[src/rtl/fp16_accum_seq.sv]
// fp16_accum_seq: buffers FP16 samples and sequences them through an external adder into a running sum.
// Optional saturation/overflow tracking is enabled by defining FP16_ACC_SAT_EN.
module fp16_accum_seq #(
    parameter int DEPTH = 4,
    parameter int CNT_W = 8
) (
    input  logic             clk,
    input  logic             rst_n,
    input  logic             in_valid,
    output logic             in_ready,
    input  logic [15:0]      in_data,
    input  logic             in_sub,
    input  logic             start,
    input  logic [CNT_W-1:0] len,
    output logic             busy,
    output logic             done,
    output logic [15:0]      result,
    output logic             ovf,
    output logic [15:0]      add_c,
    output logic [15:0]      add_d,
    output logic             add_ch,
    input  logic [15:0]      add_a
);
    localparam int AW = $clog2(DEPTH);

    typedef enum logic [1:0] {IDLE, FETCH, ADD} state_t;

    state_t           state, state_nx;
    logic [16:0]      mem [DEPTH];
    logic [AW:0]      wp, rp;
    logic [16:0]      opr;
    logic [15:0]      acc, acc_nx;
    logic [CNT_W-1:0] cnt, len_q;
    logic             full, empty, push, pop, last;

    assign full     = (wp[AW] != rp[AW]) && (wp[AW-1:0] == rp[AW-1:0]);
    assign empty    = wp == rp;
    assign in_ready = !full;
    assign push     = in_valid && in_ready;
    assign pop      = (state == FETCH) && !empty;
    assign last     = ({1'b0, cnt} + (CNT_W+1)'(1)) == {1'b0, len_q};
    assign busy     = state != IDLE;

`ifdef FP16_ACC_SAT_EN
    logic ovf_q;
    assign acc_nx = ovf_q ? acc : add_a;
    assign ovf    = ovf_q;

    // Sticky overflow: cleared by a new run, set when the adder returns Inf/NaN.
    always_ff @(posedge clk) begin
        if (!rst_n)
            ovf_q <= 1'b0;
        else if (state == IDLE && start)
            ovf_q <= 1'b0;
        else if (state == ADD && add_a[14:10] == 5'h1F)
            ovf_q <= 1'b1;
    end
`else
    assign acc_nx = add_a;
    assign ovf    = 1'b0;
`endif

    // Next state and adder operand drive; operands are zero outside ADD.
    always_comb begin
        state_nx = state;
        add_c    = '0;
        add_d    = '0;
        add_ch   = 1'b0;
        case (state)
            IDLE:    state_nx = (start && len != '0) ? FETCH : IDLE;
            FETCH:   state_nx = empty ? FETCH : ADD;
            ADD: begin
                add_c    = acc;
                add_d    = opr[15:0];
                add_ch   = opr[16];
                state_nx = last ? IDLE : FETCH;
            end
            default: state_nx = IDLE;
        endcase
    end

    // State register, sample FIFO, operand capture and accumulation.
    always_ff @(posedge clk) begin
        if (!rst_n) begin
            state  <= IDLE;
            wp     <= '0;
            rp     <= '0;
            opr    <= '0;
            acc    <= '0;
            cnt    <= '0;
            len_q  <= '0;
            result <= '0;
            done   <= 1'b0;
        end else begin
            state <= state_nx;
            done  <= 1'b0;
            if (push) begin
                mem[wp[AW-1:0]] <= {in_sub, in_data};
                wp              <= wp + 1'b1;
            end
            if (pop) begin
                opr <= mem[rp[AW-1:0]];
                rp  <= rp + 1'b1;
            end
            if (state == IDLE && start) begin
                if (len == '0) begin
                    result <= '0;
                    done   <= 1'b1;
                end else begin
                    acc   <= '0;
                    cnt   <= '0;
                    len_q <= len;
                end
            end
            if (state == ADD) begin
                acc <= acc_nx;
                cnt <= cnt + 1'b1;
                if (last) begin
                    result <= acc_nx;
                    done   <= 1'b1;
                end
            end
        end
    end
endmodule

[config.mk]
export PLATFORM = sky130hd
export DESIGN_NAME = fp16_accum_seq
export DESIGN_NICKNAME = d
export VERILOG_FILES = /design/src/rtl/fp16_accum_seq.sv
export SDC_FILE = /design/constraint.sdc
export NUM_CORES = 1
export LEC_CHECK = 0
export ABC_AREA = 1
export CELL_PAD_IN_SITES_DETAIL_PLACEMENT = 2
export CELL_PAD_IN_SITES_GLOBAL_PLACEMENT = 2
export CORE_MARGIN = 1
export CORE_UTILIZATION = 29
export DETAILED_ROUTE_END_ITERATION = 10
export GPL_TIMING_DRIVEN = 0
export PLACE_DENSITY_LB_ADDON = 0.1
export SYNTH_ARGS = -nofsm -noshare
export SYNTH_HDL_FRONTEND = slang
export SYNTH_SLANG_ARGS = --single-unit
[constraint.sdc]
create_clock -name clk -period 2.4 [get_ports clk]
set_clock_uncertainty 0.2 [all_clocks]
set_input_delay 0.36 -clock clk [delete_from_list [all_inputs] [get_ports clk]]
set_output_delay 0.36 -clock clk [all_outputs]
set_load 0.02 [all_outputs]
==> qor.txt <==
Status - finished clean
RSZ-0062 raised after global routing - true
Setup WS pre-CTS - -728 ps
Count of flip-flops with a built-in enable after synthesis - 68
Drt wl/cell - 17.9 um
Post-route minimum period - 2320 ps
Count of maximum capacitance violations - 0
Summed area of non-filler cells in the final layout - 8130 um2
Slew Limit Fails - 0
Synth Net Count - 760
Floorplan die area - 21,800 um2
Clock network latency to the later pin of the worst-skew pair - 420 ps
Horizontal extent of the die - 148 um
Crit path kind - reg -> out
Number of port buffers - 96
Worst slew margin relative to its limit - 52.9%
Diode count - 0
Placeable core region - 20,500 um2
Setup Viol. Count Final - 0
Maximum count of clock buffers along a single path - 2
Critical path startpoint category - flop
Final antenna-violating net count - 0
Post-Place Cell Area - 7500 um2
Chip height - 148 um
Number of flip-flops and latches in the synthesized netlist - 142
Vias in the first global route - 5,964
Maximum fanout along the worst path - 10
Required time at the endpoint of the critical path - 1840 ps
CP Capture Type - output pin
Initial core utilization - 30.0%
Number of antenna violations at the first check in global routing - 0
Total global routing track utilization - 19.5%
Peak supply drop - 0.490 mV
Area Growth Syn to Fin - 32.3%
Global-route wire length before repair - 32.1 mm
CTS root buf - clkbuf_16
Num Clock Sinks - 142
Class of the tightest hold or removal check - reg -> reg
Number of warnings reported in the yosys synthesis log - 0
Tcrit/Tclk final - 96.6%
Share of flip-flops with an asynchronous set or reset - 0%
HPWL Detailed - 14.4 mm
Site row count - 52
Reported leakage power - 3.00 nW
Share of cells above drive strength 1 - 12.5%
Total via count in the routed design - 5,245
Post-Route Utilization - 39.7%
CP Data Arrival Time - 1760 ps
RePlAce Congestion - 0.760
Total power - 0.00620 W
Number of distinct library cells after synthesis - 31
CTS clock-pin slew for the worst setup and hold paths - 60 ps
Number of hold violations in the final report - 0
Cells after Synth - 709
Drt initial violations - 170
Maximum number of pins on one net before global-route repair - 17
H-tree depth reported by CTS - 4
Via density per instance - 4.69
Area of the mapped netlist - 6150 um2
Final worst-path setup slack - 81.9 ps
Hold_ws - 265 ps
Total DRC errors in the routed layout - 0
Syn Area/Cell - 8.67 um2
Aggregate global routing overflow - 0
Least-Margin Pin Slew - 706 ps
TritonCTS clock tree - yes
Final wirelength - 20.1 mm
Count of TritonRoute iterations in the first routing pass - 4
Fin nets - 886
Share of the yosys chip area belonging to registers - 57.3%
Cts bufs inserted - 17
Pwr dens - 762 nW/um2
Ports - 98
Primary FF master, synth - dfxtp_1
F_max - 431 MHz
[report_power, final]
group | switching, W | internal [W] | leakage (nW)
combinational | 0.000548 | 0.000287 | 1.51
sequential | 0.0000610 | 0.00265 | 1.22
clock | 0.00102 | 0.00163 | 0.272
total | 0.00163 | 0.00457 | 3.00
[state kept, by name (all words and copies together) (netlist names)]
signal and flops:
acc 16, cnt 8, done 1, len_q 8, mem 68, opr 17
result 16, rp 3, state 2, wp 3
[synthesized netlist by cell type (all sizes together), types with 2 or more instances]
library cell	n	area (um2)
clkbuf	20	75.1
o21ai	65	325
a21oi	47	239
buf	17	105
nand4	19	119
ha	6	75.1
a31oi	18	113
edfxtp	68	2040
xnor2	2	17.5
nor2	149	612
inv	81	304
nand2	119	469
dfxtp	74	1480
nand3	18	130
clkinv	2	7.51
[layer usage]
metal / wire (um) / global-route usage, % / up-vias
met3: 697 / 3.40 / 16
li1: - / - / 2564
met4: 253 / 5.62 / 0
met5: 0 / 0 / -
met2: 10600 / 36.6 / 87
met1: 8540 / 22.5 / 2578
[final timing paths]
kind | start | end | slack [ps] | cells past startpoint
worst max-delay path | state[1] | add_d[6] | 80 | 6
worst min-delay path | acc[0] | acc[0] | 270 | 2
worst max register to register | cnt[1] | result[10] | 140 | 13
worst min register to register | acc[0] | acc[0] | 270 | 2
[critical path, stage by stage, from the launching register on]
cell and delay (ps):
dfxtp_1 330, inv_1 90, nor2_4 150, clkinv_4 120, clkbuf_8 200, nor2_1 120
clkdlybuf4s15_1 320
[logic make-up after synthesis]
| kind of cell | after synthesis | synth area share [%] |
|---|---|---|
| XOR/XNOR | 3 | 0.428 |
| AND/OR/NAND/NOR | 306 | 21.8 |
| adder cells (fa/ha/maj) | 6 | 1.22 |
| flip-flops | 142 | 57.3 |
| AO/OA/AOI/OAI | 131 | 11.2 |
| buffers and inverters | 120 | 8.00 |
| other | 1 | 0.0610 |
[cell usage in the layout, fill, tap and decap left out, drive strengths merged]
| cell type | n |
|---|---|
| a21oi | 47 |
| a31oi | 18 |
| buf | 27 |
| bufinv | 3 |
| clkbuf | 60 |
| clkdlybuf4s15 | 10 |
| clkdlybuf4s50 | 62 |
| clkinv | 7 |
| clkinvlp | 3 |
| conb | 1 |
| dfxtp | 74 |
| dlygate4sd2 | 6 |
| edfxtp | 68 |
| ha | 6 |
| inv | 81 |
| nand2 | 119 |
| nand3 | 18 |
| nand3b | 1 |
| nand4 | 19 |
| nor2 | 149 |
| o21ai | 65 |
| o21bai | 1 |
| xnor2 | 2 |
| xor2 | 1 |
[final cells by class]
cell class,count,area (um2)
buffer,37,208
multi-input combinational,447,2180
clock inverter,11,143
timing repair buffer,107,982
sequential,142,3530
fill,2301,12400
clock buffer,21,440
inverter,83,319
tap,270,338
[per-stage QoR]
step / instances / TNS (ps)
final: 1118 / 0
after global routing: 1118 / -21.3
after CTS: 1118 / 0
after detailed placement: 1078 / -45420
after global placement: 1075 / -86510
after floorplan: 709 / -5980
[repair_timing]
action                     in CTS  in global routing
buffers inserted                8                  0
resized for setup              57                 48
gates cloned                    0                  0
pin swaps                       6                  2
hold buffers                    0                  0
setup endpoints to repair     117                 91
(Power assumes the default switching activity.)
